## config.mk

```make
export PLATFORM = sky130hd
export DESIGN_NAME = mul_reservation_station
export DESIGN_NICKNAME = d
export VERILOG_FILES = /design/src/rtl/mul_reservation_station.sv
export SDC_FILE = /design/constraint.sdc
export NUM_CORES = 1
export LEC_CHECK = 0
export ABC_CLOCK_PERIOD_IN_PS = 3200
export CORE_MARGIN = 5
export CORE_UTILIZATION = 25
export CTS_CLUSTER_DIAMETER = 200
export DETAILED_ROUTE_END_ITERATION = 10
export PLACE_DENSITY_LB_ADDON = 0.12
export SETUP_SLACK_MARGIN = 0.3
export SYNTH_ARGS = -nofsm -noshare
export SYNTH_HDL_FRONTEND = slang
export SYNTH_SLANG_ARGS = --single-unit
```

## constraint.sdc

```tcl
create_clock -name clk -period 3.2 [get_ports clk]
set_clock_uncertainty 0.15 [all_clocks]
set_input_delay 0.64 -clock clk [delete_from_list [all_inputs] [get_ports clk]]
set_output_delay 0.64 -clock clk [all_outputs]
set_load 0.01 [all_outputs]
```

## src/rtl/mul_reservation_station.sv

```systemverilog
// Reservation station feeding the 32-bit multiplier: holds dispatched multiplies,
// snoops the CDB for missing operands and issues the lowest-index ready entry.
module mul_reservation_station #(
   parameter int ENTRIES = 4,
   parameter int DATA_W  = 32,
   parameter int TAG_W   = 4
) (
   input  logic                             clk,
   input  logic                             rst_n,
   input  logic                             flush,
   input  logic                             disp_valid,
   output logic                             disp_ready,
   input  logic [TAG_W-1:0]                 disp_dst,
   input  logic                             disp_j_rdy,
   input  logic [TAG_W-1:0]                 disp_qj,
   input  logic [DATA_W-1:0]                disp_vj,
   input  logic                             disp_k_rdy,
   input  logic [TAG_W-1:0]                 disp_qk,
   input  logic [DATA_W-1:0]                disp_vk,
   input  logic                             cdb_valid,
   input  logic [TAG_W-1:0]                 cdb_tag,
   input  logic [DATA_W-1:0]                cdb_data,
   output logic                             iss_valid,
   input  logic                             iss_ready,
   output logic [DATA_W-1:0]                iss_a,
   output logic [DATA_W-1:0]                iss_b,
   output logic [TAG_W-1:0]                 iss_dst,
   output logic [$clog2(ENTRIES+1)-1:0]     occupancy
);

   localparam int OCC_W = $clog2(ENTRIES + 1);
   localparam int IDX_W = (ENTRIES > 1) ? $clog2(ENTRIES) : 1;

   logic [ENTRIES-1:0] r_busy;
   logic [ENTRIES-1:0] r_jRdy;
   logic [ENTRIES-1:0] r_kRdy;
   logic [TAG_W-1:0]   r_qj  [ENTRIES];
   logic [TAG_W-1:0]   r_qk  [ENTRIES];
   logic [TAG_W-1:0]   r_dst [ENTRIES];
   logic [DATA_W-1:0]  r_vj  [ENTRIES];
   logic [DATA_W-1:0]  r_vk  [ENTRIES];

   logic               w_anyFree;
   logic [IDX_W-1:0]   w_freeIdx;
   logic               w_issValid;
   logic [IDX_W-1:0]   w_issIdx;
   logic [OCC_W-1:0]   w_occ;
   logic               w_dispFire;
   logic               w_issFire;
   logic               w_dispJRdy;
   logic               w_dispKRdy;
   logic [DATA_W-1:0]  w_dispVj;
   logic [DATA_W-1:0]  w_dispVk;

   // Priority encoders scan high to low so the lowest index wins.
   always_comb begin
      w_anyFree  = 1'b0;
      w_freeIdx  = '0;
      w_issValid = 1'b0;
      w_issIdx   = '0;
      w_occ      = '0;
      for (int i = ENTRIES - 1; i >= 0; i--) begin
         if (!r_busy[i]) begin
            w_anyFree = 1'b1;
            w_freeIdx = IDX_W'(i);
         end
         if (r_busy[i] && r_jRdy[i] && r_kRdy[i]) begin
            w_issValid = 1'b1;
            w_issIdx   = IDX_W'(i);
         end
         w_occ = w_occ + OCC_W'(r_busy[i]);
      end
   end

   always_comb begin
      w_dispFire = disp_valid && w_anyFree && !flush;
      w_issFire  = w_issValid && iss_ready && !flush;
      w_dispJRdy = disp_j_rdy || (cdb_valid && (cdb_tag == disp_qj));
      w_dispKRdy = disp_k_rdy || (cdb_valid && (cdb_tag == disp_qk));
      w_dispVj   = disp_j_rdy ? disp_vj : cdb_data;
      w_dispVk   = disp_k_rdy ? disp_vk : cdb_data;
   end

   // A dispatch target is never busy, so snoop/issue and dispatch never touch the same slot.
   always_ff @(posedge clk or negedge rst_n) begin
      if (!rst_n) begin
         r_busy <= '0;
         r_jRdy <= '0;
         r_kRdy <= '0;
         for (int i = 0; i < ENTRIES; i++) begin
            r_qj[i]  <= '0;
            r_qk[i]  <= '0;
            r_dst[i] <= '0;
            r_vj[i]  <= '0;
            r_vk[i]  <= '0;
         end
      end else if (flush) begin
         r_busy <= '0;
      end else begin
         for (int i = 0; i < ENTRIES; i++) begin
            if (r_busy[i]) begin
               if (cdb_valid && !r_jRdy[i] && (r_qj[i] == cdb_tag)) begin
                  r_jRdy[i] <= 1'b1;
                  r_vj[i]   <= cdb_data;
               end
               if (cdb_valid && !r_kRdy[i] && (r_qk[i] == cdb_tag)) begin
                  r_kRdy[i] <= 1'b1;
                  r_vk[i]   <= cdb_data;
               end
               if (w_issFire && (w_issIdx == IDX_W'(i))) begin
                  r_busy[i] <= 1'b0;
               end
            end else if (w_dispFire && (w_freeIdx == IDX_W'(i))) begin
               r_busy[i] <= 1'b1;
               r_dst[i]  <= disp_dst;
               r_jRdy[i] <= w_dispJRdy;
               r_qj[i]   <= disp_qj;
               r_vj[i]   <= w_dispVj;
               r_kRdy[i] <= w_dispKRdy;
               r_qk[i]   <= disp_qk;
               r_vk[i]   <= w_dispVk;
            end
         end
      end
   end

   always_comb begin
      disp_ready = w_anyFree;
      iss_valid  = w_issValid;
      occupancy  = w_occ;
      iss_a      = w_issValid ? r_vj[w_issIdx]  : '0;
      iss_b      = w_issValid ? r_vk[w_issIdx]  : '0;
      iss_dst    = w_issValid ? r_dst[w_issIdx] : '0;
   end

endmodule

```

; ---- Word-level counts from Yosys, hierarchy flattened
; Cells that the tools add are included.
[totals]
register_bits = 316
latchBits = 0
mem_bits_rw = 0
romBits = 0
in_bits = 120
out_inout_bits = 73
word_cells = 221
mem_count = 0
[classes]
n_addsub = 3
n_mul = 0
n_div = 0
order_cmp = 1
n_eq_ne = 24
shifts = 0
n_mux = 91
n_bitwise = 6
n_reduce_logical = 67
[op_table]
columns = operator, count
row1 = 32-bit 2-to-1 mux, 32
row2 = 32-bit binary-select mux with 2-bit select, 2
row3 = 1-bit 2-to-1 mux, 44
row4 = 4-bit == test, 10
row5 = 1-bit logical AND, 38
row6 = 3-bit AND reduction, 12
row7 = 2-bit 2-to-1 mux, 8
row8 = 4-bit 2-to-1 mux, 4
row9 = "2-bit by 1-bit != test with 1-bit output, second input constant", 8
row10 = 1-bit logical NOT, 9
row11 = 4-bit binary-select mux with 2-bit select, 1
row12 = "2-bit == test, second input constant", 4
row13 = 2-bit nonzero test, 4
row14 = 1-bit inverter, 5
row15 = "2-bit by 1-bit == test with 1-bit output, second input constant", 2
row16 = 2-bit logical NOT, 2
row17 = 2-bit by 1-bit adder with 3-bit output, 1
row18 = 3-bit by 1-bit adder with 3-bit output, 1
row19 = "3-bit >= comparator, second input constant", 1
row20 = 2-bit inverter with 3-bit output, 1
row21 = 1-bit by 1-bit adder with 2-bit output, 1
row22 = 1-bit logical OR, 2

; ---- Longest topological paths before layout
; Gate-level depths: netlist of run 1.
[logic_depth]
ltp_word = 12
mapped_depth = 9

; ---- Least setup slack after synthesis of run 1
; OpenSTA, ideal clock, no wires.
[synth_path]
kind = reg-to-output
startpoint = register r_busy[2]
endpoint = output port iss_b[24]
t_arrival_ns = 1.767
required_ns = 2.410
path_slack_ns = 0.643
path_stages_with_launch = 8
n_path_buf = 3
cell_sequence = dfrtp_1 > and3_1 > buf_2 > nor2_1 > buf_2 > buf_2 > a221oi_1 > o21ai_0
[synth_between]
elab_chain_len = 10
[synth_rtl]
columns = item, line_no
row1 = "start, declared", 34  ; logic [ENTRIES-1:0] r_busy;
row2 = "start signal, assigned", 87  ; r_busy <= '0;
row3 = "start signal, assigned", 98  ; r_busy <= '0;
row4 = "start signal, assigned by index", 111  ; r_busy[i] <= 1'b0;
row5 = 1-bit logical AND (*) (2 in a row), 67  ; if (r_busy[i] && r_jRdy[i] && r_kRdy[i]) begin
row6 = 2-bit 2-to-1 mux (3 in a row), 67
row7 = 2-bit inverter with 3-bit output (not written as such), 132  ; iss_b = w_issValid ? r_vk[w_issIdx] : '0;
row8 = 32-bit binary-select mux with 2-bit select, 132
row9 = 32-bit 2-to-1 mux (not written as such) (2 in a row), 132
row10 = 32-bit 2-to-1 mux (*), 132
row11 = "end, declared", 26  ; output logic [DATA_W-1:0] iss_b,
; Mark *: on every way between the ends. The rest lies on a longest branch, timed or not. The select of a mux whose other input is x is not followed.

; ---- Worst setup path in the final report of run 1
[layout_path]
startpoint = register r_jRdy[2]
endpoint = output port iss_a[1]
[layout_between]
elab_chain_len = 10
[layout_rtl]
columns = item, line_no
row1 = "start, declared", 35  ; logic [ENTRIES-1:0] r_jRdy;
row2 = "start signal, assigned by index", 116  ; r_jRdy[i] <= w_dispJRdy;
row3 = 1-bit logical AND (*) (2 in a row), 67
row4 = 2-bit 2-to-1 mux (3 in a row), 67
row5 = 2-bit inverter with 3-bit output (not written as such), 131  ; iss_a = w_issValid ? r_vj[w_issIdx] : '0;
row6 = 32-bit binary-select mux with 2-bit select, 131
row7 = 32-bit 2-to-1 mux (not written as such) (2 in a row), 131
row8 = 32-bit 2-to-1 mux (*), 131
row9 = "end, declared", 25  ; output logic [DATA_W-1:0] iss_a,
; Marks and branches as above.

==> results.json, run 1 <==
{
  "status": "complete, no violations",
  "grt.overflow.total": 0,
  "crit_required_ns": 2.41,
  "cp-end-kind": "primary output",
  "path_cells": "and3_4 -> buf_6 -> buf_16 -> buf_4 -> a221oi_2 -> o21ai_1 -> buf_4 -> buf_6",
  "grt_setup_unrepaired": "true",
  "die_y_um": 273,
  "drtIter0Drc": 576,
  "synth_area_leaders": "dfrtp_1 46%, mux2_2 31%, mux2_1 4.4%",
  "clockRootBuffer": "clkbuf_16",
  "synth_top_area_cell": "dfrtp_1",
  "finalCritPeriodShare_pct": 95.4,
  "grt_pass1_wl_um": 98200,
  "path_class": "flip-flop to primary output",
  "synth_cell_types": 38,
  "clkTransAtPathRegs_ns": 0.06,
  "finalHoldViolCount": 0,
  "min_period_ns": 3.05,
  "core_area_sq_mm": 0.0687,
  "portBuffers": 192,
  "via_per_inst": 4.78,
  "die_area_sq_mm": 0.0748,
  "drc_errors": 0,
  "rr_endpoint": "r_vk[95]",
  "h-tree-depth": 2,
  "grt_max_degree": 79,
  "routed_wl_um": 66500,
  "postLayoutCoreUtil_pct": 35.9,
  "boundaryPins": 193,
  "crit_fanout": 10,
  "synth_area_per_cell_sq_um": 12.3,
  "syn-num-nets": 1532,
  "max_freq_mhz": 328,
  "ff2ff_setup_slack_ns": 0.59,
  "ir_drop_uv": 328,
  "synth_edf_count": 0,
  "holdPathEnd": "r_vj[82]",
  "clk_latency_ns": 0.56,
  "drive_gt1_share_pct": 53.2,
  "seq_area_frac_synth_pct": 45.6,
  "cp_slowest_cell": "dfrtp_1",
  "drv_slew": 0,
  "chipWidth_um": 273,
  "async_flop_share_pct": 100,
  "vias": 12900,
  "holdPathStages": 1,
  "cp_data_arrival_time_ns": 2.26,
  "synth_cells": 1408,
  "critPathLaunchType": "flip-flop",
  "worstHoldStart": "r_vj[82]",
  "antenna_found_initial": 4,
  "slew-limit-headroom_pct": 65.7,
  "cts_tree": "done",
  "nFillCells": 6773,
  "clockBufferDepth": 3,
  "ant_nets": 0,
  "wl_per_cell_um": 24.8,
  "syn_area_sq_mm": 0.0174,
  "area_delta_synth_final_pct": 42.1,
  "cts-buffers-inserted": 43,
  "fp-row-count": 96,
  "post-synth-top-area-fraction_pct": 45.6,
  "worst_slew_pin_slew_ns": 0.511,
  "hpwl_um": 40000,
  "synth_flop_cell": "dfrtp_1",
  "gp_congestion": 0.764,
  "hold_path.class": "flip-flop to flip-flop",
  "p_leak_nw": 10.2,
  "ys_warn_count": 0,
  "critical_path_buf_inv_count": 5,
  "r2r-start": "r_busy[0]",
  "power_mw": 13.0,
  "maxCapViolations": 0,
  "start_util_pct": 25.3,
  "setup_viol": 0,
  "cts.sinks": 316,
  "slowest_delay_ns": 0.39,
  "startpoint": "r_jRdy[2]",
  "grt_pass1_vias": 14000,
  "powerDensity_mw_per_mm2": 528,
  "nets": 1849,
  "setup_tns_ns": 0,
  "ff2ff_path_depth": 8,
  "first_pass_iters": 5,
  "track_usage_pct": 17.5,
  "path_delay_family": "buffers and inverters",
  "finalHoldWorstSlack_ns": 0.332,
  "synth_seq_cells": 316
}
-- kinds of logic (layout without fill, tap and decap cells) --
kind of cell    Yosys count  in the layout  synth area share (%)
compound gates          229            229                  8.75
xor+xnor                 40             40                  2.02
fa+ha+maj                 4              4                 0.332
buf+inv                 123            470                  3.93
flops                   316            316                  45.6
mux                     548            548                  35.6
other cells               0              1                     0
simple gates            148            148                  3.83
-- metal layers --
layer | share of wire [%] | GRT usage [%]
met1 | 46 | 23.4
met2 | 48 | 29.4
met3 | 3.2 | 2.89
met4 | 2.7 | 4.89
met5 | 0.041 | 0
-- stage by stage --
stage / instance area, sq um / cells / setup WS, ns
2_1_floorplan: 17400 / 1408 / 0.643
3_3_place_gp: 21100 / 2510 / -0.224
3_5_place_dp: 21100 / 2510 / -0.201
4_1_cts: 24000 / 2654 / 0.0660
5_1_grt: 24700 / 2687 / 0.0690
6_report: 24700 / 2687 / 0.149
-- Yosys cell counts (all sizes together), types with 4 or more instances --
cell type / instances
a221oi: 68
xnor2: 21
nand3: 4
nor4: 5
nand2: 106
mux2: 548
nand4: 5
a2bb2oi: 8
dfrtp: 316
nor2b: 9
xor2: 19
clkbuf: 70
inv: 5
nor3: 6
buf: 48
nor2: 5
o21ai: 137
-- repair_timing --
action,4_1_cts,5_1_grt
gates resized for setup,493,90
endpoints found under the setup margin,72,72
gates cloned,15,2
hold buffers,1,0
buffers inserted,53,30
hold endpoints to repair,18,0
pin swaps,56,45
-- layout by cell type (no fill, tap or decap), types with 48 or more instances in the layout --
cell	count
clkdlybuf4s50_1	118
buf_2	51
buf_4	106
mux2_2	480
o21ai_0	68
dfrtp_1	311
nand2_1	106
o21ai_1	48
mux2_1	68
-- state kept, by name (all words and copies together) (netlist names) --
signal  count
r_vj      128
r_vk      128
r_dst      16
r_qj       16
r_qk       16
r_busy      4
r_jRdy      4
r_kRdy      4
-- where the power goes --
group / switching, mW / internal, mW
Sequential: 0.566 / 4.88
Clock: 1.86 / 2.71
Combinational: 1.34 / 1.68
-- worst max-delay path by stage --
stage | end | slack, ns | cells past startpoint
finish | iss_a[1] | 0.15 | 8
global route | iss_b[13] | 0.07 | 7
CTS | iss_b[15] | 0.07 | 7
detailed placement | iss_b[22] | -0.20 | 7
global placement | iss_b[22] | -0.22 | 7
floorplan | iss_b[24] | 0.64 | 7
-- layout make-up --
type / count / area [sq um] / share of cell area, %
multi-input cells: 969 / 9920 / 40.2
flip-flops and latches: 316 / 7910 / 32.1
repair buffers: 390 / 4330 / 17.5
clock buffers: 69 / 1270 / 5.17
well taps: 931 / 1160 / 4.72
clock inverters: 6 / 37.5 / 0.152
inverters: 5 / 23.8 / 0.0964
diodes: 1 / 2.50 / 0.0101
(Power assumes the default switching activity.)
==> run 2, diff against run 1 <==
--- a/config.mk
+++ b/config.mk
@@ -6,6 +6,7 @@
 export NUM_CORES = 1
 export LEC_CHECK = 0
 export ABC_CLOCK_PERIOD_IN_PS = 3200
+export CAP_MARGIN = 20
 export CORE_MARGIN = 5
 export CORE_UTILIZATION = 25
 export CTS_CLUSTER_DIAMETER = 200
==> results of run 2 <==
Same layout as run 1: the final DEF is identical, and so are final timing and power.
